## src/rtl/from_layer_to_uart_pkg.sv

```systemverilog
// Shared constants, FSM encoding and helpers for the image-to-UART
// reporter.
package from_layer_to_uart_pkg;

  localparam int IMG_ROWS = 28;
  localparam int IMG_COLS = 28;
  localparam int IMG_BITS = 784;

  localparam logic [7:0] ASCII_0   = 8'h30;
  localparam logic [7:0] ASCII_1   = 8'h31;
  localparam logic [7:0] ASCII_LF  = 8'h0A;
  localparam logic [7:0] ASCII_ERR = 8'h3F;

  typedef enum logic [2:0] {
    S_IDLE,
    S_LOAD,
    S_SEND,
    S_WAIT,
    S_FINISH
  } state_e;

  function automatic logic [7:0] result_char(input logic [3:0] d);
    return (d <= 4'd9) ? (ASCII_0 + {4'd0, d}) : ASCII_ERR;
  endfunction

endpackage

```

## src/rtl/from_layer_to_uart_tx.sv

```systemverilog
// 8N1 byte serialiser: holds each bit for CLKS_PER_BIT cycles,
// line idles high.
module uart_tx_byte #(
  parameter int CLKS_PER_BIT = 434
) (
  input  logic       clk,
  input  logic       rst_n,
  input  logic       tx_start,
  input  logic [7:0] tx_data,
  output logic       tx_line,
  output logic       tx_busy,
  output logic       tx_done
);

  localparam int CW = (CLKS_PER_BIT > 1) ? $clog2(CLKS_PER_BIT) : 1;

  logic          active_q, active_d;
  logic [9:0]    sh_q, sh_d;
  logic [CW-1:0] cnt_q, cnt_d;
  logic [3:0]    bit_q, bit_d;
  logic          bit_end;

  assign bit_end = (cnt_q == CW'(CLKS_PER_BIT - 1));

  always_comb begin
    active_d = active_q;
    sh_d     = sh_q;
    cnt_d    = cnt_q;
    bit_d    = bit_q;
    if (!active_q) begin
      if (tx_start) begin
        active_d = 1'b1;
        sh_d     = {1'b1, tx_data, 1'b0};
        cnt_d    = '0;
        bit_d    = '0;
      end
    end else if (bit_end) begin
      cnt_d = '0;
      if (bit_q == 4'd9) begin
        active_d = 1'b0;
      end else begin
        bit_d = bit_q + 4'd1;
        sh_d  = {1'b1, sh_q[9:1]};
      end
    end else begin
      cnt_d = cnt_q + CW'(1);
    end
  end

  always_ff @(posedge clk or negedge rst_n) begin
    if (!rst_n) begin
      active_q <= 1'b0;
      sh_q     <= '1;
      cnt_q    <= '0;
      bit_q    <= '0;
    end else begin
      active_q <= active_d;
      sh_q     <= sh_d;
      cnt_q    <= cnt_d;
      bit_q    <= bit_d;
    end
  end

  // Done marks the last cycle of the stop bit so the next byte can
  // be issued with a single idle cycle in between.
  assign tx_line = active_q ? sh_q[0] : 1'b1;
  assign tx_busy = active_q;
  assign tx_done = active_q && bit_end && (bit_q == 4'd9);

endmodule

```

## src/rtl/from_layer_to_uart.sv

```systemverilog
// Streams a latched 28x28 binary image as ASCII rows followed by the
// classification digit over a UART line.
module from_layer_to_uart
  import from_layer_to_uart_pkg::*;
#(
  parameter int CLKS_PER_BIT = 434
) (
  input  logic                clk,
  input  logic                rst_n,
  input  logic                start,
  input  logic [IMG_BITS-1:0] x,
  input  logic [3:0]          digit,
  output logic                uart_tx,
  output logic                busy,
  output logic                done
);

  state_e              state_q, state_d;
  logic [IMG_BITS-1:0] x_q;
  logic [3:0]          digit_q;
  logic [4:0]          pix_q, pix_d;
  logic [4:0]          row_q, row_d;
  logic [4:0]          cur_pix, cur_row;
  logic [9:0]          idx;
  logic                last_byte;
  logic                tx_start, tx_line, tx_busy, tx_done;
  logic [7:0]          tx_data;

  // The first byte leaves from LOAD, before the cleared counters are
  // visible, so the byte selector sees zero there.
  assign cur_row = (state_q == S_LOAD) ? 5'd0 : row_q;
  assign cur_pix = (state_q == S_LOAD) ? 5'd0 : pix_q;

  assign idx = 10'(IMG_BITS - 1 - int'(cur_row) * IMG_COLS
                 - int'(cur_pix));

  always_comb begin
    if (cur_row == 5'(IMG_ROWS)) begin
      tx_data = (cur_pix == 5'd0) ? result_char(digit_q) : ASCII_LF;
    end else if (cur_pix == 5'(IMG_COLS)) begin
      tx_data = ASCII_LF;
    end else begin
      tx_data = x_q[idx] ? ASCII_1 : ASCII_0;
    end
  end

  assign last_byte = (row_q == 5'(IMG_ROWS)) && (pix_q == 5'd1);

  always_comb begin
    state_d  = state_q;
    pix_d    = pix_q;
    row_d    = row_q;
    tx_start = 1'b0;
    unique case (state_q)
      S_IDLE: begin
        if (start) state_d = S_LOAD;
      end
      S_LOAD: begin
        pix_d    = '0;
        row_d    = '0;
        tx_start = 1'b1;
        state_d  = S_WAIT;
      end
      S_SEND: begin
        if (!tx_busy) begin
          tx_start = 1'b1;
          state_d  = S_WAIT;
        end
      end
      S_WAIT: begin
        if (tx_done) begin
          if (last_byte) begin
            state_d = S_FINISH;
          end else begin
            state_d = S_SEND;
            if (row_q == 5'(IMG_ROWS)) begin
              pix_d = pix_q + 5'd1;
            end else if (pix_q == 5'(IMG_COLS)) begin
              pix_d = '0;
              row_d = row_q + 5'd1;
            end else begin
              pix_d = pix_q + 5'd1;
            end
          end
        end
      end
      S_FINISH: state_d = S_IDLE;
      default:  state_d = S_IDLE;
    endcase
  end

  always_ff @(posedge clk or negedge rst_n) begin
    if (!rst_n) begin
      state_q <= S_IDLE;
      x_q     <= '0;
      digit_q <= '0;
      pix_q   <= '0;
      row_q   <= '0;
    end else begin
      state_q <= state_d;
      pix_q   <= pix_d;
      row_q   <= row_d;
      if (state_q == S_IDLE && start) begin
        x_q     <= x;
        digit_q <= digit;
      end
    end
  end

  uart_tx_byte #(
    .CLKS_PER_BIT(CLKS_PER_BIT)
  ) u_tx (
    .clk     (clk),
    .rst_n   (rst_n),
    .tx_start(tx_start),
    .tx_data (tx_data),
    .tx_line (tx_line),
    .tx_busy (tx_busy),
    .tx_done (tx_done)
  );

  assign uart_tx = tx_line;
  assign busy    = (state_q != S_IDLE);
  assign done    = (state_q == S_FINISH);

endmodule

```

## config.mk

```make
export PLATFORM = sky130hd
export DESIGN_NAME = from_layer_to_uart
export DESIGN_NICKNAME = d
export VERILOG_FILES = /design/src/rtl/from_layer_to_uart_pkg.sv /design/src/rtl/from_layer_to_uart_tx.sv /design/src/rtl/from_layer_to_uart.sv
export SDC_FILE = /design/constraint.sdc
export NUM_CORES = 2
export LEC_CHECK = 0
export CAP_MARGIN = 15
export CORE_ASPECT_RATIO = 1.4
export CORE_UTILIZATION = 40
export CTS_BUF_LIST = sky130_fd_sc_hd__clkbuf_8
export DETAILED_ROUTE_END_ITERATION = 7
export GPL_TIMING_DRIVEN = 0
export MAX_ROUTING_LAYER = met4
export PLACE_DENSITY = 0.75
export RECOVER_POWER = 50
export SLEW_MARGIN = 10
export SYNTH_ARGS = -nofsm -noshare
export SYNTH_HDL_FRONTEND = slang
export SYNTH_SLANG_ARGS = --single-unit
```

## constraint.sdc

```tcl
create_clock -name clk -period 9.2 [get_ports clk]
set_input_delay 1.84 -clock clk [delete_from_list [all_inputs] [get_ports clk]]
set_output_delay 1.84 -clock clk [all_outputs]
set_load 0.02 [all_outputs]
```

* Yosys cells after proc, flatten, opt, wreduce, memory -nomap -nowiden
Index checks and enable logic that the tools add are counted.
** Storage, ports and cells
- Flip-flop bits (word level) :: 825
- Memories :: 0
- Output and inout port bits :: 3
- Latch bits :: 0
- Word-level logic and storage cells :: 93
- Memory bits (writable) :: 0
- Bits in read-only memories :: 0
** Cells by class
- $add $sub $neg :: 7
- Shifts and indexed selects :: 0
- Reductions and logical operators :: 13
- Bitwise logic cells :: 0
- Mux-type cells :: 42
- Equal/unequal tests :: 19
- Divide/modulo/power cells :: 0
- $lt $le $gt $ge :: 2
- Multiply operators :: 1
** Operator list (number)
- $mux 5 :: 10
- $mux 10 :: 4
- $mux 9 :: 3
- $eq 5x5->1 const B :: 4
- $pmux 5 s2 :: 2
- $mux 4 :: 4
- $ne 2x2->1 const B :: 8
- $mux 7 :: 2
- $mux 3 :: 4
- $pmux 3 s4 :: 1
- $lt 10x11->1 const B :: 1
- $add 5x1->5 const B :: 2
- $bmux 1 s10 :: 1
- $sub 10x10->10 const A :: 1
- $sub 10x6->10 :: 1
- $add 9x1->9 const B :: 1
- $eq 9x9->1 const B :: 1
- $reduce_and 3->1 :: 3
- $mul 5x3->8 const B :: 1
- $mux 1 :: 8
- $mux 8 :: 1
- $add 6x4->7 const A :: 1
- $eq 3x2->1 const B :: 2
- $mux 6 :: 1
- 13 further kinds :: 17

* Longest topological paths before layout
- Word-level depth :: 12
- Depth in mapped cells :: 25

* Hierarchy
A second synthesis with hierarchy kept.
** Unflattened totals
- Cells, all modules :: 3221
- Area, all modules :: 39469.1 um^2
** Modules (own cells, without submodules)
- from_layer_to_uart :: area each 38170.4 um^2, cells an instance 3099, times used 1
- uart_tx_byte :: area each 1298.7 um^2, cells an instance 122, times used 1

* Worst setup path after synthesis
Ideal clock, no wire load.
- Path kind :: register -> register
- Start :: reg state_q[1]
- End :: reg u_tx.sh_q[1]
- Data arrival time :: 5.306 ns
- Setup time :: 0.064 ns
- Required time :: 9.136 ns
- Path buffers :: 7
- Stages on the path, launching flop included :: 25
- Path slack :: 3.830 ns
- Path through :: dfrtp_1 -> or3b_1 -> buf_4 -> buf_2 -> buf_2 -> buf_2 -> buf_2 -> clkbuf_1 -> nand2_1 -> ha_1 -> xnor2_1 -> ha_1 -> inv_1 -> fa_1 -> inv_1 -> ha_1 -> a21boi_0 -> o311ai_0 -> and2_1 -> clkbuf_1 -> nand2_1 -> o32ai_1 -> a311oi_1 -> o32a_1 -> nand3_1
** On the way
- Longest elaborated chain between the ends :: 12
- Elaborated cells between the ends (all ways) :: 21
- Classes of those cells :: add/sub (2); mul (1); eq/ne (4); mux (11); reduce/logical (3)
** RTL lines
- from (decl) :: line from_layer_to_uart.sv:18 : state_e state_q, state_d;
- from (signal assigned) :: line from_layer_to_uart.sv:100 : state_q <= state_d;
- $eq 3x1->1 :: line from_layer_to_uart.sv:31, from_layer_to_uart.sv:32, from_layer_to_uart.sv:54
- $mux 5 :: line from_layer_to_uart.sv:31 : assign cur_row = (state_q == S_LOAD) ? 5'd0 : row_q;
- $mul 5x3->8 :: line from_layer_to_uart.sv:34 : assign idx = 10'(IMG_BITS - 1 - int'(cur_row) * IMG_COLS
- $sub 10x10->10 :: line from_layer_to_uart.sv:34
- $sub 10x6->10 :: line from_layer_to_uart.sv:35 : - int'(cur_pix));
- $bmux 1 s10 :: line from_layer_to_uart.sv:43 : tx_data = x_q[idx] ? ASCII_1 : ASCII_0;
- $mux 1 (not written as such) :: line from_layer_to_uart.sv:43
- $mux 1 :: line from_layer_to_uart.sv:43
- $mux 6 :: line from_layer_to_uart.sv:40 : end else if (cur_pix == 5'(IMG_COLS)) begin
- $mux 8 :: line from_layer_to_uart.sv:38 : if (cur_row == 5'(IMG_ROWS)) begin
- $mux 10 :: line from_layer_to_uart_tx.sv:31 : if (tx_start) begin
- $mux 10 :: line from_layer_to_uart_tx.sv:30 : if (!active_q) begin
- to (signal assigned) :: line from_layer_to_uart_tx.sv:53 : sh_q <= '1;
- to (signal assigned) :: line from_layer_to_uart_tx.sv:58 : sh_q <= sh_d;
- to (decl) :: line from_layer_to_uart_tx.sv:18 : logic [9:0] sh_q, sh_d;
Parallel ways exist; a longest one is shown, timed or not. The select of a mux whose other input is x is not followed.
A chain may end at the register's enable or synchronous reset.

* Worst setup path in the final report
Same ends and word-level chain as after synthesis.

==> reports/summary.txt <==
H-Tree Depth - 4
result of the run - finished, violations left
GR Overflow Total - 0
total length of routed wires - 208000 um
Hold EP - u_tx.sh_q[8]$_DFFE_PN1P_
setup-violating endpoint count in the final report - 1
post-synthesis cell count - 3232
utilization after layout - 53.5%
number of storage elements in the synthesis netlist - 824
post-DR wirelength/cell - 37.0 um
syn_area_per_cell - 12.2 um^2
# fillers - 8729
clock sink total - 824
switching pwr - 2.05 mW
cell taking the most area after synthesis - dfrtp_1
first-pass iteration count of the detailed router - 6
CTS root buf - clkbuf_8
data arrival time of the critical path - 9990 ps
path class of the lowest-slack min-delay path - register to register
leakage power - 22.6 nW
transition time of the tightest slew-check pin - 4070 ps
Post-Layout Cell Count - 5636
number of synthesized flops with an enable pin - 0
clock insertion delay at the later pin of the skew report - 900 ps
routed vias/inst - 6.27
clock buffer depth - 3
worst-case clock skew - 35.1 ps
nets - 5008
capture point of the worst reg-to-reg path - u_tx.sh_q[1]$_DFFE_PN1P_
launch point of the worst reg-to-reg path - state_q[1]$_DFFE_PN0P_
synthesized net count - 4053
post-cts hold buffer count - 0
Post-DRT Antenna Nets - 0
cell types with the highest counts after synthesis - mux2_2 (821), dfrtp_1 (815), nand2_1 (189)
GRT met2 Usage - 63.9%
top cell type's share of synthesized area - 51.7%
sw frac - 24.8%
area of the die - 0.100 mm^2
clock share of power - 43.6%
worst-case reg-to-reg path depth - 24
summed negative setup slack over all endpoints - -6.80 ps
HPWL after DPL - 154000 um
antenna violations before repair - 37
Final Hold Violating Endpoints - 0
reg-to-reg slack, setup - -7 ps
Ports - 794
cell internal pwr - 6.24 mW
startpoint type of the worst setup path - register
final max-slew violation count - 559
placement row count - 136
routability congestion estimate - 1.00
most used flip-flop cell after synthesis - dfrtp_1
setup repair after global routing missed its margin - no
post-route cell area - 0.0524 mm^2
power density relative to cell area - 158 mW/mm^2
wire length of the first global-routing pass - 280000 um
# Post-CTS Setup Buffers - 0
Yosys warning count - 0
leading cell type by number of instances after synthesis - mux2_2
clock tree from TritonCTS - yes
largest voltage drop on the vdd net - 109 uV
maximum clock frequency - 0.109 GHz
final setup margin - -6.80 ps
global routing usage summed across all routing layers - 42.6%
leading cell types by total area after synthesis - dfrtp_1 (52%), mux2_2 (23%), mux2i_1 (2.2%)
slowest cell on the critical path - clkbuf_1
most crowded layer after global routing - met2
count of placed standard cells including taps - 5356
minimum clock period - 9210 ps
post-cts sizing count - 0
DRC errors left - 0
Core Footprint - 0.0980 mm^2
critical path start-end classification - register to register
global-route met1 utilization - 49.0%
effective utilization at floorplan - 40.3%
via count of the first global-routing pass - 35410
share of total power in combinational logic - 9.1%
count of port buffers added during placement - 793
Setup WS pre-CTS - 491 ps
sequential share of the synthesized area - 52.3%
synthesis-to-layout area growth - 32.8%
clock transition at the register clock pins on the worst setup and hold paths after CTS - 60 ps
startpoint of the tightest hold check path - u_tx.sh_q[8]$_DFFE_PN1P_
fin crit share - 100%
FFs w/ async S/R, synth - 100%
layout cells sized above 1 - 27.5%
die height - 374 um
maximum cell stage delay along the critical path - 970 ps
number of different library cells in the post-synthesis netlist - 80
violation count after the first detailed-routing iteration - 4092
Syn Std Cell Area - 0.0395 mm^2
failing checks - capacitance limit, slew limit, setup timing
most common cell type on the critical path - buf_2
data required time of the worst path - 9980 ps
cell-by-cell trace of the critical path - or3b_1, buf_4, buf_2, buf_2, buf_2, buf_2, clkbuf_1, nand2_1, ha_1, inv_1, ha_1, ha_1, o21a_1, nor2_1, clkbuf_1, buf_2, o21ai_0, nor4b_1, o32ai_1, o32ai_1, buf_4, a311oi_1, o32a_1, nand3_1
Placement Cell Area - 0.0495 mm^2
maximum number of pins on one net before global-route repair - 110
Crit Path Max Fanout - 11
tightest slew margin relative to the limit - -171%
Die Span X - 268 um
total number of vias - 35315
Seq pwr share - 47.3%
element type at the critical path end - register
number of CTS-inserted buffers - 139
worst hold path cell count - 2
met3 layer usage reported by global route - 11.1%
number of max-cap violations - 5
layer usage:
| metal | wire length (um) | up-vias | share of wire (%) |
|---|---|---|---|
| li1 | - | 13955 | - |
| met1 | 75600 | 17857 | 36 |
| met2 | 94000 | 2679 | 45 |
| met3 | 20400 | 824 | 9.8 |
| met4 | 18500 | 0 | 8.9 |
| met5 | 0 | - | 0 |
power by group through the flow:
stage	clock [mW]	combinational [mW]	sequential, mW
floorplan	0	0.220	3.93
global placement	0	0.730	3.99
detailed placement	0	0.752	3.98
CTS	3.64	0.756	3.91
global route	3.80	0.790	3.93
finish	3.62	0.752	3.92
through the flow:
step | total power [mW] | hold slack (ps)
global placement | 4.72 | 450
detailed placement | 4.73 | 456
CTS | 8.31 | 466
floorplan | 4.15 | 439
finish | 8.30 | 466
global route | 8.52 | 481
placed cells by master (no fill, tap or decap), drive strengths merged, types with 43 or more instances in the layout:
cell type and instances:
buf 106, a21oi 95, o21ai 122, clkbuf 347, nor2 101, mux2 821, a211oi 75, dfrtp 815
a221oi 76, nor3 43, nand3 49, nand2 191, and3 58, clkdlybuf4s50 791, mux2i 85, inv 91
sequential cells by signal, summed over array words and instances (netlist names):
register      cells
x_q             784
u_tx.cnt_q        9
u_tx.sh_q         9
pix_q             5
row_q             5
digit_q           4
u_tx.bit_q        4
state_q           3
u_tx.tx_busy      1
critical path: cells and delay by family, from the launching register on:
| kind | cells | cell delay, ps |
|---|---|---|
| simple gates | 5 | 1770 |
| flops | 1 | 470 |
| compound gates | 6 | 1390 |
| buf+inv | 10 | 4360 |
| fa+ha+maj | 3 | 1030 |
cells by family (layout without fill, tap and decap cells):
| logic type | Yosys count | after routing | share of synthesized area (%) |
|---|---|---|---|
| muxes | 908 | 908 | 25.7 |
| and+or+nand+nor | 535 | 535 | 6.55 |
| adders and majority gates | 30 | 30 | 0.970 |
| DFF | 824 | 824 | 52.3 |
| other | 0 | 32 | 0 |
| xor gates and xnor gates | 21 | 21 | 0.466 |
| buffers and inverters | 303 | 1364 | 3.32 |
| AOI/OAI and AO/OA | 611 | 611 | 10.7 |
final cells by class:
| class | instances | area (um^2) | share of cell area (%) |
|---|---|---|---|
| diodes | 32 | 80.1 | 0.153 |
| plain buffers | 257 | 1160 | 2.21 |
| clock buffers | 175 | 2410 | 4.60 |
| clock inverters | 72 | 592 | 1.13 |
| inverters | 46 | 173 | 0.329 |
| multi-input cells | 2105 | 17600 | 33.5 |
| flip-flops and latches | 824 | 20600 | 39.4 |
| well taps | 1311 | 1640 | 3.13 |
| repair buffers | 814 | 8180 | 15.6 |
worst max path at each step:
stage,from,slack [ps],endpoint
2_1_floorplan,state_q[1]$_DFFE_PN0P_,3830,u_tx.sh_q[1]$_DFFE_PN1P_
3_3_place_gp,rst_n,-31410,x_q[460]$_DFFE_PN0P_
3_5_place_dp,state_q[1]$_DFFE_PN0P_,490,u_tx.sh_q[1]$_DFFE_PN1P_
4_1_cts,state_q[1]$_DFFE_PN0P_,430,u_tx.sh_q[1]$_DFFE_PN1P_
5_1_grt,rst_n,180,x_q[266]$_DFFE_PN0P_
6_report,state_q[1]$_DFFE_PN0P_,-7,u_tx.sh_q[1]$_DFFE_PN1P_
(Power assumes the default switching activity.)
